**config.mk**
```make
export PLATFORM = sky130hd
export DESIGN_NAME = jsv_scan_ctrl
export DESIGN_NICKNAME = d
export VERILOG_FILES = /design/src/rtl/jsv_pkg.sv /design/src/rtl/jsv_pixel_counter.sv /design/src/rtl/jsv_scan_ctrl.sv
export SDC_FILE = /design/constraint.sdc
export NUM_CORES = 1
export LEC_CHECK = 0
export CORE_MARGIN = 4
export CORE_UTILIZATION = 35
export CTS_CLUSTER_SIZE = 10
export DETAILED_ROUTE_END_ITERATION = 10
export PLACE_DENSITY = 0.73
export SYNTH_ARGS = -nofsm -noshare
export SYNTH_HDL_FRONTEND = slang
export SYNTH_SLANG_ARGS = --single-unit
export TNS_END_PERCENT = 100
```
**constraint.sdc**
```tcl
create_clock -name clk_clk -period 2 [get_ports clk_clk]
set_clock_uncertainty 0.15 [all_clocks]
set_input_delay 0.6 -clock clk_clk [delete_from_list [all_inputs] [get_ports clk_clk]]
set_output_delay 0.6 -clock clk_clk [all_outputs]
set_load 0.005 [all_outputs]
```
**src/rtl/jsv_pkg.sv**
```systemverilog
// Shared types and constants for the JSV raster scan controller.
package jsv_pkg;

  localparam int H_RES_DEF = 640;
  localparam int V_RES_DEF = 480;
  localparam int X_W       = 10;
  localparam int Y_W       = 9;
  localparam int I_W       = 8;

  typedef enum logic [2:0] {
    ST_IDLE  = 3'd0,
    ST_ISSUE = 3'd1,
    ST_WAIT  = 3'd2,
    ST_WRITE = 3'd3,
    ST_DONE  = 3'd4
  } scan_state_t;

  function automatic logic [I_W-1:0] clamp_iter(input logic [I_W-1:0] iter,
                                                input logic [I_W-1:0] ceiling);
    if (iter > ceiling) begin
      return ceiling;
    end else begin
      return iter;
    end
  endfunction

endpackage

```
**src/rtl/jsv_pixel_counter.sv**
```systemverilog
// Raster x/y counter; x runs fastest, both wrap at the frame edge.
module jsv_pixel_counter
  import jsv_pkg::*;
#(
  parameter int H_RES = H_RES_DEF,
  parameter int V_RES = V_RES_DEF
) (
  input  logic           clk,
  input  logic           rst_n,
  input  logic           clear,
  input  logic           advance,
  output logic [X_W-1:0] x,
  output logic [Y_W-1:0] y,
  output logic           last
);

  localparam logic [X_W-1:0] X_LAST = X_W'(H_RES - 1);
  localparam logic [Y_W-1:0] Y_LAST = Y_W'(V_RES - 1);
  localparam logic [X_W-1:0] X_ONE  = X_W'(1);
  localparam logic [Y_W-1:0] Y_ONE  = Y_W'(1);

  logic [X_W-1:0] x_r;
  logic [Y_W-1:0] y_r;

  // Raster position register; clear takes priority over advance.
  always_ff @(posedge clk or negedge rst_n) begin
    if (!rst_n) begin
      x_r <= {X_W{1'b0}};
      y_r <= {Y_W{1'b0}};
    end else if (clear) begin
      x_r <= {X_W{1'b0}};
      y_r <= {Y_W{1'b0}};
    end else if (advance) begin
      if (x_r == X_LAST) begin
        x_r <= {X_W{1'b0}};
        y_r <= (y_r == Y_LAST) ? {Y_W{1'b0}} : (y_r + Y_ONE);
      end else begin
        x_r <= x_r + X_ONE;
      end
    end
  end

  assign x    = x_r;
  assign y    = y_r;
  assign last = (x_r == X_LAST) && (y_r == Y_LAST);

endmodule

```
**src/rtl/jsv_scan_ctrl.sv**
```systemverilog
// Frame scan sequencer: issues one pixel at a time to the iteration engine and
// forwards each result to the bitmap writer. JSV_SCAN_CONTINUOUS_EN repeats frames.
module jsv_scan_ctrl
  import jsv_pkg::*;
#(
  parameter int H_RES    = H_RES_DEF,
  parameter int V_RES    = V_RES_DEF,
  parameter int MAX_ITER = 255
) (
  input  logic           clk_clk,
  input  logic           reset_reset_n,
  input  logic           start,
  input  logic           abort,
  output logic           busy,
  output logic           frame_done,
  output logic           calc_req,
  output logic [X_W-1:0] calc_x,
  output logic [Y_W-1:0] calc_y,
  input  logic           calc_ack,
  input  logic           calc_valid,
  input  logic [I_W-1:0] calc_iter,
  output logic           draw,
  output logic [X_W-1:0] draw_x,
  output logic [Y_W-1:0] draw_y,
  output logic [I_W-1:0] draw_i,
  input  logic           draw_ready
);

  localparam logic [I_W-1:0] ITER_CEIL = I_W'(MAX_ITER);

  scan_state_t    state_r, state_s;
  logic           cnt_clear_s, cnt_advance_s, capture_s, last_s;
  logic [X_W-1:0] x_s;
  logic [Y_W-1:0] y_s;
  logic           busy_r, frame_done_r, calc_req_r, draw_r;
  logic [I_W-1:0] draw_i_r;

  jsv_pixel_counter #(
    .H_RES (H_RES),
    .V_RES (V_RES)
  ) u_counter (
    .clk     (clk_clk),
    .rst_n   (reset_reset_n),
    .clear   (cnt_clear_s),
    .advance (cnt_advance_s),
    .x       (x_s),
    .y       (y_s),
    .last    (last_s)
  );

  // Next-state decode; abort overrides every handshake seen in the same cycle.
  always_comb begin
    state_s       = state_r;
    cnt_clear_s   = 1'b0;
    cnt_advance_s = 1'b0;
    capture_s     = 1'b0;
    if (abort) begin
      state_s = ST_IDLE;
    end else begin
      case (state_r)
        ST_IDLE: begin
          if (start) begin
            state_s     = ST_ISSUE;
            cnt_clear_s = 1'b1;
          end else begin
            state_s = ST_IDLE;
          end
        end
        ST_ISSUE: begin
          if (calc_ack) begin
            state_s = ST_WAIT;
          end else begin
            state_s = ST_ISSUE;
          end
        end
        ST_WAIT: begin
          if (calc_valid) begin
            state_s   = ST_WRITE;
            capture_s = 1'b1;
          end else begin
            state_s = ST_WAIT;
          end
        end
        ST_WRITE: begin
          if (draw_ready) begin
            cnt_advance_s = 1'b1;
            state_s       = last_s ? ST_DONE : ST_ISSUE;
          end else begin
            state_s = ST_WRITE;
          end
        end
        ST_DONE: begin
`ifdef JSV_SCAN_CONTINUOUS_EN
          state_s     = ST_ISSUE;
          cnt_clear_s = 1'b1;
`else
          state_s     = ST_IDLE;
`endif
        end
        default: begin
          state_s = ST_IDLE;
        end
      endcase
    end
  end

  // State and output registers; outputs are decoded from the next state so
  // they line up with the state they describe.
  always_ff @(posedge clk_clk or negedge reset_reset_n) begin
    if (!reset_reset_n) begin
      state_r      <= ST_IDLE;
      busy_r       <= 1'b0;
      frame_done_r <= 1'b0;
      calc_req_r   <= 1'b0;
      draw_r       <= 1'b0;
      draw_i_r     <= {I_W{1'b0}};
    end else begin
      state_r      <= state_s;
      busy_r       <= (state_s != ST_IDLE);
      frame_done_r <= (state_s == ST_DONE);
      calc_req_r   <= (state_s == ST_ISSUE);
      draw_r       <= (state_s == ST_WRITE);
      if (capture_s) begin
        draw_i_r <= clamp_iter(calc_iter, ITER_CEIL);
      end
    end
  end

  assign busy       = busy_r;
  assign frame_done = frame_done_r;
  assign calc_req   = calc_req_r;
  assign calc_x     = x_s;
  assign calc_y     = y_s;
  assign draw       = draw_r;
  assign draw_x     = x_s;
  assign draw_y     = y_s;
  assign draw_i     = draw_i_r;

endmodule

```
# Word-level counts from Yosys, hierarchy flattened
# Index checks and enable logic that the tools add are counted.
[totals]
latch_bits = 0
regBits = 34
mem_bits_rw = 0
out_inout_bits = 50
memories = 0
in_bits = 15
wordCells = 49
romBits = 0
[classes]
n_reduce_logical = 6
n_mul = 0
n_lt_le_gt_ge = 1
div = 0
n_shift = 0
bitwise = 0
n_eq_ne = 8
n_mux = 24
add_sub_neg = 2
[op_table]
columns = ["op", "n"]
rows = [
  ["$mux W9", 4],
  ["$mux W10", 3],
  ["$pmux W3 S4", 1],
  ["$mux W1", 11],
  ["$add A10 B1 Y10 const B", 1],
  ["$eq A10 B10 Y1 const B", 1],
  ["$add A9 B1 Y9 const B", 1],
  ["$eq A3 B2 Y1 const B", 3],
  ["$eq A9 B9 Y1 const B", 1],
  ["$mux W3", 3],
  ["$gt A8 B8 Y1 const B", 1],
  ["$mux W8", 1],
  ["$eq A3 B1 Y1 const B", 2],
  ["$reduce_bool A2 Y1", 2],
  ["$eq A3 B3 Y1 const B", 1],
  ["$logic_not A3 Y1", 1],
  ["$reduce_bool A3 Y1", 1],
  ["$mux W2", 1],
  ["$reduce_and A2 Y1", 1],
  ["$logic_and A1 B1 Y1", 1],
]

# Logic depth before layout (Yosys ltp)
# Gate-level depths: netlist of run 1.
[logic_depth]
ltp_word = 7
mapped_depth = 8

# Modules after synthesis
# A second synthesis of run 1 with hierarchy kept.
[unflattened]
cells_unflattened = 169
area_unflattened_um2 = 1833.0
[by_module_without_submodules]
columns = ["module", "n_inst", "area_per_inst_um2", "seq_area_each_um2", "cells_each"]
rows = [
  ["jsv_pixel_counter", 1, 1039.7, 475.5, 103],
  ["jsv_scan_ctrl", 1, 793.3, 375.4, 66],
]

# Worst setup path after synthesis of run 1
# No wires, ideal clock.
[synth_path]
path_kind = "register to register"
from = "register u_counter.x_r[7], in the netlist u_counter.x[7]"
to = "register u_counter.y_r[3], in the netlist u_counter.y[3]"
path_buffers = 1
stages_incl_launch_ff = 7
slack_ps = -245
setup_time_ps = 77
arrival_ps = 2018
cell_sequence = "dfrtp_1 > or3b_1 > or3_1 > buf_6 > a21o_1 > or3_1 > a21oi_1"
[synth_between]
elab_chain_len = 3
[synth_rtl]
columns = ["element", "line_no", "source"]
rows = [
  ["start: declaration", "jsv_pixel_counter.sv:22", "logic [X_W-1:0] x_r;"],
  ["start signal: assignment", "jsv_pixel_counter.sv:28", "x_r <= {X_W{1'b0}};"],
  ["start signal: assignment", "jsv_pixel_counter.sv:31", "x_r <= {X_W{1'b0}};"],
  ["start signal: assignment", "jsv_pixel_counter.sv:35", "x_r <= {X_W{1'b0}};"],
  ["$eq A10 B10 Y1", "jsv_pixel_counter.sv:34", "if (x_r == X_LAST) begin"],
  ["$reduce_bool A2 Y1 (no line)", "--", ""],
  ["$reduce_and A2 Y1 (no line)", "--", ""],
  ["end signal: assignment", "jsv_pixel_counter.sv:29", "y_r <= {Y_W{1'b0}};"],
  ["end signal: assignment", "jsv_pixel_counter.sv:32", "y_r <= {Y_W{1'b0}};"],
  ["end signal: assignment", "jsv_pixel_counter.sv:36", "y_r <= (y_r == Y_LAST) ? {Y_W{1'b0}} : (y_r + Y_ONE);"],
  ["end: declaration", "jsv_pixel_counter.sv:23", "logic [Y_W-1:0] y_r;"],
]
# No other way between the ends.
# A chain may end at the register's enable or synchronous reset.

# Final worst setup path of run 1
[layout_path]
from = "register u_counter.x_r[8], in the netlist u_counter.x[8]"
to = "register u_counter.y_r[3], in the netlist u_counter.y[3]"
# Same word-level chain as after synthesis.

==> results.sh, run 1 <==
export IMPL_viasPerCell=4.99
export IMPL_cts_root_buf="clkbuf_8"
export IMPL_drcViolationCount=0
export IMPL_power_density_nw_per_um2=664
export IMPL_run_status="finished with violations"
export IMPL_reg2reg_slack_ns=-0.09
export IMPL_slew_headroom=0.785
export IMPL_r2r_cells=5
export IMPL_rsz0062_at_grt="true"
export IMPL_use_met2=0.271
export IMPL_critical_path_max_fanout=6
export IMPL_clock_fmax_mhz=479
export IMPL_io_pins=65
export IMPL_cts_hold_buf=0
export IMPL_crit_arrival_ns=2.15
export IMPL_avgSynthCellArea_um2=9.68
export IMPL_leakage_nw=1.43
export IMPL_synth_fp_nets=205
export IMPL_grt_ovfl_total=0
export IMPL_die_w_um=80.1
export IMPL_initial_core_util=0.373
export IMPL_rows=25
export IMPL_track_usage=0.164
export IMPL_path_class="register to register"
export IMPL_n_fill_cell=445
export IMPL_dieHeight_um=80.1
export IMPL_dp_hpwl_um=3620
export IMPL_cts_htree_levels=2
export IMPL_first_pass_iters=4
export IMPL_avgRoutedWirePerCell_um=14.5
export IMPL_power_ir_vdd_worst_mv=0.408
export IMPL_path_clk_slew_ns=0.07
export IMPL_timing_rr_end="u_counter.y[3]"
export IMPL_syn2layout_area_growth_pct=63.5
export IMPL_crit_path_end_kind="register"
export IMPL_startpoint_type="register"
export IMPL_min_period_ns=2.09
export IMPL_grt_max_degree=35
export IMPL_hold_viol_final=0
export IMPL_drv_cap=0
export IMPL_seq_area_frac_synth=0.468
export IMPL_crit_start="u_counter.x[8]"
export IMPL_report_final_slew_viol_count=0
export IMPL_r2r_start="u_counter.x[8]"
export IMPL_met1_usage=0.203
export IMPL_via_count=1772
export IMPL_core_area_um2=4880
export IMPL_synth_warnings=0
export IMPL_dieArea_um2=6420
export IMPL_insertion_delay_ns=0.29
export IMPL_place_gp_congestion=0.878
export IMPL_violations="setup timing"
export IMPL_numClockSinks=34
export IMPL_drtAntennaViolNets=0
export IMPL_setup_viol=6
export IMPL_drtIter0Drc=61
export IMPL_post_dp_cell_area_um2=2700
export IMPL_drt_total_wl_um=5140
export IMPL_setup_slack_ns=-0.0857
export IMPL_max_slew_worst_pin_slew_ns=0.321
export IMPL_portBuffers=64
export IMPL_cts_tree="yes"
export IMPL_synthCells=188
export IMPL_grt_antenna_before_repair=0
export IMPL_worstPathRequired_ns=2.07
export IMPL_crit_path_end="u_counter.y[3]"
export IMPL_cts_max_path_buffers=2
export IMPL_hold_path_class="register to register"
export IMPL_grt_busiest_layer="met2"
export IMPL_grt_pass1_wl_um=8170
export IMPL_finalCritPeriodShare=1.04
export IMPL_met3_usage=0.0527
export IMPL_synth_area_um2=1820
export IMPL_cts_made_buffers=5
export IMPL_final_area_um2=2970
export IMPL_synth_cell_types=38
export IMPL_grt_pass1_vias=1768
export IMPL_dp_slack_ns=-0.485
export IMPL_report_power_total_w=0.00197
export IMPL_nNetsFinal=305
export IMPL_yosys_register_bits=34
export IMPL_diodes=0
export IMPL_drive_above_1_share=0.333
-- per-stage QoR --
stage                     hold slack, ns  setup TNS (ns)  utilization  std cells
after floorplan                    0.154          -0.278            -        188
after global placement             0.330          -10.42        0.553        334
after detailed placement           0.331          -11.01        0.553        334
after CTS                          0.365          -0.520        0.587        350
after global routing               0.388          -0.888        0.609        355
final                              0.359          -0.351        0.609        355
-- critical path, cell delays in order (launching register included) --
cell,delay (ns)
dfrtp_1,0.39
or3b_4,0.40
or3_4,0.40
a21o_1,0.23
or3_1,0.33
a21oi_2,0.11
-- how the worst min path moves through the flow --
stage | depth (start not counted) | to | startpoint
after floorplan | 0 | busy | reset_reset_n
after global placement | 1 | state_r[1] | state_r[2]
after detailed placement | 1 | state_r[1] | state_r[2]
after CTS | 1 | draw_i[0] | draw_i[0]
after global routing | 1 | draw_i[3] | draw_i[3]
final | 1 | draw_i[6] | draw_i[6]
-- routing by layer --
| metal | share of wire | vias up |
|---|---|---|
| li1 | - | 847 |
| met5 | 0 | - |
| met4 | 0.014 | 0 |
| met2 | 0.52 | 49 |
| met1 | 0.42 | 867 |
| met3 | 0.044 | 9 |
-- flip-flops by register name (all words and copies together) (netlist names) --
signal       cells
busy             1
u_counter.x     10
frame_done       1
u_counter.y      9
calc_req         1
draw_i           8
draw             1
state_r          3
-- placed cells by master, fill, tap and decap left out, types with 3 or more instances in the layout --
cell,instances
a31oi_1,3
nor2_1,18
nand4_1,3
buf_4,46
dlygate4sd2_1,26
xnor2_1,4
dfrtp_1,32
clkdlybuf4s50_1,36
a21oi_2,4
mux2_2,8
a21oi_1,7
and3_1,7
or2_2,3
buf_6,5
o21ai_0,9
nand2_1,14
xor2_1,3
nand3_1,11
clkbuf_8,5
-- cell families after synthesis --
kind of cell / count (synthesis) / synth area share
buffers and inverters: 25 / 0.0956
xor gates and xnor gates: 7 / 0.0337
DFF: 34 / 0.468
and+or+nand+nor: 76 / 0.208
adders and majority gates: 2 / 0.0138
muxes: 8 / 0.0495
AOI/OAI and AO/OA: 36 / 0.132
-- Yosys cell counts --
cell type / number / area share
ha_1: 2 / 0.014
nor3_1: 2 / 0.0055
o22ai_1: 1 / 0.0034
nor4_1: 2 / 0.0069
nand3b_1: 1 / 0.0041
clkbuf_1: 3 / 0.0062
xor2_1: 3 / 0.014
o41ai_1: 1 / 0.0048
buf_6: 1 / 0.0062
and3_1: 8 / 0.028
nand3_1: 12 / 0.033
nor2_1: 21 / 0.043
buf_4: 19 / 0.078
or2_2: 3 / 0.010
a211oi_1: 2 / 0.0083
nand2b_1: 1 / 0.0034
nand2_1: 15 / 0.031
a211o_1: 1 / 0.0048
nand4_1: 3 / 0.010
xnor2_1: 4 / 0.019
nor3b_1: 1 / 0.0041
a2111oi_2: 1 / 0.0083
o21ai_2: 1 / 0.0048
buf_2: 1 / 0.0027
dfrtp_1: 34 / 0.47
or3_1: 3 / 0.010
a31oi_1: 4 / 0.014
and3b_1: 1 / 0.0048
o31ai_1: 1 / 0.0041
o21ai_0: 11 / 0.030
inv_1: 1 / 0.0021
a21oi_1: 11 / 0.030
a2111oi_4: 1 / 0.015
or3b_1: 1 / 0.0048
nor2b_1: 1 / 0.0034
a21o_1: 1 / 0.0041
or3b_2: 1 / 0.0048
mux2_2: 8 / 0.050
-- where the power goes --
part	switching [W]	internal [W]	leakage (nW)
Clock	0.000237	0.000233	0.0438
Combinational	0.000247	0.000408	0.929
Sequential	0.0000628	0.000787	0.452
-- cell type report --
type	count	area (um^2)	share of cell area
Clock inverter	2	10.0	0.00337
Multi-Input combinational cell	129	900	0.302
Tap cell	67	83.8	0.0282
Clock buffer	5	68.8	0.0231
Timing Repair Buffer	117	1050	0.355
Inverter	1	3.75	0.00126
Sequential cell	34	853	0.287
-- what timing repair did --
action,4_1_cts,5_1_grt
buffers inserted,9,5
pin swaps,3,6
gates resized for setup,40,18
setup endpoints to repair,64,27
hold endpoints to repair,0,0
(Power assumes the default switching activity.)
==> run 2: changes to the inputs <==
==> constraint.sdc (replaced) <==
create_clock -name clk_clk -period 1.9 [get_ports clk_clk]
set_clock_uncertainty 0.15 [all_clocks]
set_input_delay 0.57 -clock clk_clk [delete_from_list [all_inputs] [get_ports clk_clk]]
set_output_delay 0.57 -clock clk_clk [all_outputs]
set_load 0.005 [all_outputs]
==> results.sh, run 2 (same netlist as run 1, synthesis figures left out) <==
export IMPL_run_status="finished with violations"
export IMPL_violations="setup timing"
export IMPL_cts_made_buffers=5
export IMPL_grt_pass1_wl_um=9090
export IMPL_slew_headroom=0.800
export IMPL_setup_slack_ns=-0.142
export IMPL_diodes=0
export IMPL_drv_cap=0
export IMPL_dieArea_um2=6420
export IMPL_portBuffers=64
export IMPL_final_common_cell="buf_4"
export IMPL_dieHeight_um=80.1
export IMPL_hold_viol_final=0
export IMPL_min_period_ns=2.04
export IMPL_cts_hold_buf=0
export IMPL_max_slew_worst_pin_slew_ns=0.300
export IMPL_clockPowerShare=0.255
export IMPL_cts_root_buf="clkbuf_8"
export IMPL_finalCritPeriodShare=1.07
export IMPL_cts_max_path_buffers=2
export IMPL_final_cell_mix="buf_4, dlygate4sd2_1, dfrtp_1"
export IMPL_track_usage=0.181
export IMPL_drt_total_wl_um=5490
export IMPL_leakage_nw=1.62
export IMPL_critical_path_max_fanout=7
export IMPL_p_int_w=0.00158
export IMPL_drtAntennaViolNets=0
export IMPL_rsz0062_at_grt="true"
export IMPL_avgRoutedWirePerCell_um=15.0
export IMPL_initial_core_util=0.373
export IMPL_crit_arrival_ns=2.12
export IMPL_dp_hpwl_um=3760
export IMPL_syn2layout_area_growth_pct=71.2
export IMPL_pwr_share_comb=0.342
export IMPL_place_gp_congestion=0.828
export IMPL_reg2reg_slack_ns=-0.14
export IMPL_via_count=1840
export IMPL_switching_share=0.285
export IMPL_cts_tree="yes"
export IMPL_path_class="register to register"
export IMPL_die_w_um=80.1
export IMPL_largest_reg_flops=10
export IMPL_power_density_nw_per_um2=709
export IMPL_grt_pass1_vias=1884
export IMPL_drtIter0Drc=57
export IMPL_instances_no_fill=366
export IMPL_insertion_delay_ns=0.30
export IMPL_rows=25
export IMPL_io_pins=65
export IMPL_grt_ovfl_total=0
export IMPL_p_switching_w=0.000629
export IMPL_grt_antenna_before_repair=0
export IMPL_hold_path_class="register to register"
export IMPL_clock_fmax_mhz=490
export IMPL_power_ir_vdd_worst_mv=0.427
export IMPL_crit_path_end_kind="register"
export IMPL_numClockSinks=34
export IMPL_core_area_um2=4880
export IMPL_first_pass_iters=4
export IMPL_viasPerCell=5.03
export IMPL_setup_viol=7
export IMPL_cts_htree_levels=2
export IMPL_drive_above_1_share=0.371
export IMPL_drcViolationCount=0
export IMPL_nNetsFinal=315
export IMPL_dp_slack_ns=-0.648
export IMPL_report_final_slew_viol_count=0
export IMPL_worstPathRequired_ns=1.98
export IMPL_grt_max_degree=35
export IMPL_hold_ws_ns=0.353
export IMPL_startpoint_type="register"
export IMPL_dp_cells=337
export IMPL_path_clk_slew_ns=0.07
export IMPL_seqPwrFrac=0.402
export IMPL_report_power_total_w=0.00221
run 2: final timing paths:
path	from	end	cells after the start
worst max-delay path	u_counter.x[7]	u_counter.y[3]	5
worst min-delay path	draw_i[5]	draw_i[5]	1
worst max register to register	u_counter.x[7]	u_counter.y[3]	5
worst min register to register	draw_i[5]	draw_i[5]	1
max in group asynchronous	reset_reset_n	state_r[1]	2
min in group asynchronous	reset_reset_n	u_counter.x[0]	2
run 2: critical path: stages (launching register included):
cell     delay, ns
dfrtp_1       0.39
or3b_1        0.37
or3_4         0.40
a21o_1        0.22
or3_1         0.31
a21oi_1       0.12
run 2: stage by stage:
step            util  TNS [ns]  area, um^2
2_1_floorplan      -     -1.12        1840
3_3_place_gp   0.556    -13.25        2720
3_5_place_dp   0.556    -14.40        2720
4_1_cts        0.619    -0.475        3020
5_1_grt        0.638     -1.64        3110
6_report       0.638    -0.593        3110
run 2: timing repair:
item	CTS	global route
endpoints found under the setup margin	69	30
pin swaps	13	7
resized for setup	73	21
gates cloned	0	0
endpoints found under the hold margin	0	0
buffers inserted	19	3
run 2: power by group through the flow:
| stage | logic, W | clock network [W] | registers (W) |
|---|---|---|---|
| floorplan | 0.000222 | 0 | 0.000929 |
| global placement | 0.000666 | 0 | 0.000894 |
| detailed placement | 0.000679 | 0 | 0.000906 |
| CTS | 0.000726 | 0.000574 | 0.000892 |
| global route | 0.000829 | 0.000604 | 0.000901 |
| finish | 0.000756 | 0.000564 | 0.000888 |
run 2: final cells by class:
class / count / area [um^2]
repair buffers: 127 / 1140
clock buffers: 7 / 86.3
multi-input cells: 129 / 945
clock inverters: 1 / 5.00
well taps: 67 / 83.8
flip-flops and latches: 34 / 855
fillers: 399 / 1770
inverters: 1 / 3.75
run 2: per-layer routing:
metal	share of wire	GRT usage	vias up
li1	-	-	866
met1	0.42	0.228	920
met2	0.52	0.303	47
met3	0.045	0.0426	7
met4	0.016	0.0642	0
met5	0	0	-
==> run 3: changes to the inputs <==
--- a/config.mk
+++ b/config.mk
@@ -9,7 +9,7 @@
 export CORE_UTILIZATION = 35
 export CTS_CLUSTER_SIZE = 10
 export DETAILED_ROUTE_END_ITERATION = 10
-export PLACE_DENSITY = 0.73
+export PLACE_DENSITY = 0.7
 export SYNTH_ARGS = -nofsm -noshare
 export SYNTH_HDL_FRONTEND = slang
 export SYNTH_SLANG_ARGS = --single-unit
==> constraint.sdc (replaced) <==
create_clock -name clk_clk -period 2.47 [get_ports clk_clk]
set_clock_uncertainty 0.15 [all_clocks]
set_input_delay 0.741 -clock clk_clk [delete_from_list [all_inputs] [get_ports clk_clk]]
set_output_delay 0.741 -clock clk_clk [all_outputs]
set_load 0.005 [all_outputs]
==> results.sh, run 3 (same netlist as run 1, synthesis figures left out) <==
export IMPL_run_status="finished clean"
export IMPL_first_pass_iters=4
export IMPL_path_class="input port to register"
export IMPL_portBuffers=64
export IMPL_grt_pass1_wl_um=7600
export IMPL_slowest_stage="clkdlybuf4s50_1"
export IMPL_via_count=1616
export IMPL_cts_hold_buf=0
export IMPL_critical_path_max_fanout=6
export IMPL_grt_ovfl_total=0
export IMPL_max_slew_worst_pin_slew_ns=0.425
export IMPL_dp_hpwl_um=3470
export IMPL_crit_path_end_kind="register"
export IMPL_io_pins=65
export IMPL_r2r_cells=5
export IMPL_drt_total_wl_um=4520
export IMPL_slowest_delay_ns=0.50
export IMPL_finalCritPeriodShare=0.938
export IMPL_startpoint_type="input port"
export IMPL_core_area_um2=4880
export IMPL_hold_ws_ns=0.351
export IMPL_final_common_cell="clkdlybuf4s50_1"
export IMPL_nNetsFinal=275
export IMPL_wl_met2_um=2130
export IMPL_die_w_um=80.1
export IMPL_rsz0062_at_grt="false"
export IMPL_slew_headroom=0.717
export IMPL_cp_buffers_inverters=2
export IMPL_initial_core_util=0.373
export IMPL_dp_slack_ns=-0.187
export IMPL_dieArea_um2=6420
export IMPL_setup_viol=0
export IMPL_rows=25
export IMPL_hold_depth=1
export IMPL_report_power_total_w=0.00157
export IMPL_viasPerCell=4.96
export IMPL_power_ir_vdd_worst_mv=0.415
export IMPL_power_density_nw_per_um2=588
export IMPL_crit_family="buffers and inverters"
export IMPL_diodes=0
export IMPL_grt_pass1_vias=1638
export IMPL_min_period_ns=2.32
export IMPL_crit_chain="clkdlybuf4s50_1 > or3b_2 > a21oi_1 > buf_4 > nand4_1 > xor2_1 > nor2_1"
export IMPL_insertion_delay_ns=0.29
export IMPL_path_clk_slew_ns=0.07
export IMPL_grt_antenna_before_repair=0
export IMPL_cts_htree_levels=2
export IMPL_drtIter0Drc=76
export IMPL_worstPathRequired_ns=2.50
export IMPL_crit_arrival_ns=2.34
export IMPL_hold_viol_final=0
export IMPL_fin_setup_tns_ns=0
export IMPL_clock_fmax_mhz=432
export IMPL_wl_met3_um=245
export IMPL_cts_tree="yes"
export IMPL_track_usage=0.152
export IMPL_top_layer_used="met4"
export IMPL_leakage_nw=1.12
export IMPL_utilization=0.545
export IMPL_crit_cells=7
export IMPL_syn2layout_area_growth_pct=46.2
export IMPL_drcViolationCount=0
export IMPL_dieHeight_um=80.1
export IMPL_numClockSinks=34
export IMPL_place_gp_congestion=0.809
export IMPL_drv_cap=0
export IMPL_avgRoutedWirePerCell_um=13.9
export IMPL_cts_max_path_buffers=2
export IMPL_report_final_slew_viol_count=0
export IMPL_drive_above_1_share=0.181
export IMPL_wirelength_met1_um=2050
export IMPL_final_cell_mix="clkdlybuf4s50_1, dfrtp_1, buf_4"
export IMPL_setup_slack_ns=0.153
export IMPL_cts_made_buffers=5
export IMPL_cts_root_buf="clkbuf_8"
export IMPL_drtAntennaViolNets=0
export IMPL_largest_reg_flops=10
export IMPL_hold_path_class="register to register"
export IMPL_grt_max_degree=35
==> run 3: cell types whose count changed in the layout (fill, tap and decap cells not counted), moves of 4 or more <==
cell             before  now
buf_4                52   22
clkdlybuf4s50_1      17   64
a21oi_1               6   11
buf_6                10    0
a21oi_2               4    0
nor2_1               17   21
dlymetal6s2s_1        9    0
dlygate4sd2_1        36    0
==> run 3: cell type report <==
cell class	count	area (um^2)
clock buffers	7	86.3
clock inverters	1	5.00
fillers	455	2220
inverters	1	3.75
multi-input cells	129	805
flip-flops and latches	34	851
well taps	67	83.8
repair buffers	87	826
==> run 3: worst paths after layout <==
kind | from | end | slack, ns
worst max-delay path | start | u_counter.x[5] | 0.15
worst min-delay path | state_r[2] | state_r[1] | 0.35
worst max register to register | u_counter.x[9] | u_counter.y[3] | 0.27
worst min register to register | state_r[2] | state_r[1] | 0.35
max in group asynchronous | reset_reset_n | u_counter.y[6] | 1.15
min in group asynchronous | reset_reset_n | draw_i[2] | 0.71
==> run 3: power by group <==
group / switching [W] / internal [W]
combinational: 0.000150 / 0.000287
sequential: 0.0000699 / 0.000637
clock: 0.000197 / 0.000225
==> run 3: worst register-to-register path: cells and delay by family, from the launching register on <==
family | cells | cell delay (ns)
AO/OA/AOI/OAI | 2 | 0.38
AND/OR/NAND/NOR | 3 | 1.20
flip-flops | 1 | 0.40
==> run 3: metrics by stage <==
step	instances	cell area (um^2)
2_1_floorplan	188	1820
3_3_place_gp	318	2560
3_5_place_dp	318	2560
4_1_cts	326	2650
5_1_grt	326	2660
6_report	326	2660
==> run 3: layer usage <==
| metal | GRT usage | up-vias |
|---|---|---|
| li1 | - | 784 |
| met1 | 0.191 | 778 |
| met2 | 0.251 | 46 |
| met3 | 0.0325 | 8 |
| met4 | 0.0676 | 0 |
| met5 | 0 | - |
==> run 3: what timing repair did <==
item,4_1_cts,5_1_grt
setup buffers,0,0
gates resized for setup,0,2
setup endpoints to repair,0,7
==> patch, RTL diff (flow settings as in run 1) <==
Make the reset (`reset_reset_n` and `rst_n`) synchronous in 2 clocked blocks.
--- a/src/rtl/jsv_pixel_counter.sv
+++ b/src/rtl/jsv_pixel_counter.sv
@@ -23,7 +23,7 @@
   logic [Y_W-1:0] y_r;
 
   // Raster position register; clear takes priority over advance.
-  always_ff @(posedge clk or negedge rst_n) begin
+  always_ff @(posedge clk) begin
     if (!rst_n) begin
       x_r <= {X_W{1'b0}};
       y_r <= {Y_W{1'b0}};
--- a/src/rtl/jsv_scan_ctrl.sv
+++ b/src/rtl/jsv_scan_ctrl.sv
@@ -106,7 +106,7 @@
 
   // State and output registers; outputs are decoded from the next state so
   // they line up with the state they describe.
-  always_ff @(posedge clk_clk or negedge reset_reset_n) begin
+  always_ff @(posedge clk_clk) begin
     if (!reset_reset_n) begin
       state_r      <= ST_IDLE;
       busy_r       <= 1'b0;
Function: differs if reset_reset_n is asserted again (counterexample within 4 cycles, from zero or initial values and one cycle with reset_reset_n low); with reset_reset_n held inactive, the same outputs for 10 cycles.
==> patch against run 1 <==
- sequential cell count is the same
- critical path depth rose by 1
- area after synthesis down 12%
- wire length shrank 27%
- die area is 11% lower
- highest routed layer unchanged
- critical path type unchanged
- sequential share of layout area down 0.24 points
- worst setup slack improved by 90 ps
- via count is 20% lower
- synthesized cell count decreased by 3.7%
- final area decreased by 17%
Power is not compared: it rests on default switching activity, and its combinational part moved more than twofold at a synthesized area within 25%.
==> patch: results (changes against run 1) <==
status=completed; Vias/cell=4.71 (-5.6%); CLK BUF=6 (+1); sequential fraction of the synthesis area=42.5% (-4.3 points); Placed Cells=291 (-13%); setup bufs post-CTS=1 (-8); Hold Slack=346 ps (-12.8 ps); first-pass GRT wire length=5880 um (-28%); hold depth=2 (+1); ranking of synthesized cells by area=dfxtp_1 42%, buf_4 8.9%, nor2_1 8.4%; post-synthesis xor/xnor area fraction=8.74% (+5.4 points); GRT Overall Usage=13.8% (-2.7 points); Mean Syn Cell Area=8.86 um2 (-8.5%); Mapped Area=1600 um2 (-12%); Async SR Flop Fraction=0% (-100 points); M3 GR Usage=6.20% (+0.93 points); inverters=3 (+2); CP peak stage delay=570 ps (+170 ps); gpl congestion=0.788 (-10%); M1 GR Usage=15.8% (-4.5 points); CP Data Arrival Time=2070 ps (-80 ps); layout cells sized above 1=25.3% (-8.0 points); synth unique cells=35 (-7.9%); worst-margin pin slew=329 ps (+7.37 ps); Layout fillers=406 (-8.8%); Signal buf overhead=32.2% (-3.2 points); PostCTS Resize Cnt=16 (-60%); Wirelength per Cell=12.4 um (-14%); main flop type after synthesis=dfxtp_1; met2 GRT Util=22.7% (-4.3 points)
==> patch: cell count changes after synthesis, moves of 4 or more <==
cell and delta:
nand3_1 -4, a21oi_1 -7, nor2_1 +15, dfrtp_1 -34
mux2i_1 +8, dfxtp_1 +34, nand2_1 -4, and3_1 -6
mux2_2 -8, xor2_1 +7, o21ai_0 -7
==> patch: path summary, 6_finish.rpt <==
path	from	endpoint
setup / recovery	u_counter.x[7]	u_counter.y[7]
hold reg to reg	draw_i[0]	draw_i[0]
setup reg to reg	u_counter.x[7]	u_counter.y[7]
hold / removal	draw_i[0]	draw_i[0]
==> patch: worst register-to-register path, cell delays in order, from the launching register on <==
cell,delay [ps]
dfxtp_2,320
or4bb_4,570
nor4_4,370
buf_4,200
nand4_1,100
xor2_1,150
nor2_1,90
==> patch: power by group <==
group | switching (W) | internal (W)
combinational | 0.0000315 | 0.0000450
sequential | 0.00000325 | 0.000678
clock | 0.000252 | 0.000277
total | 0.000287 | 0.000999
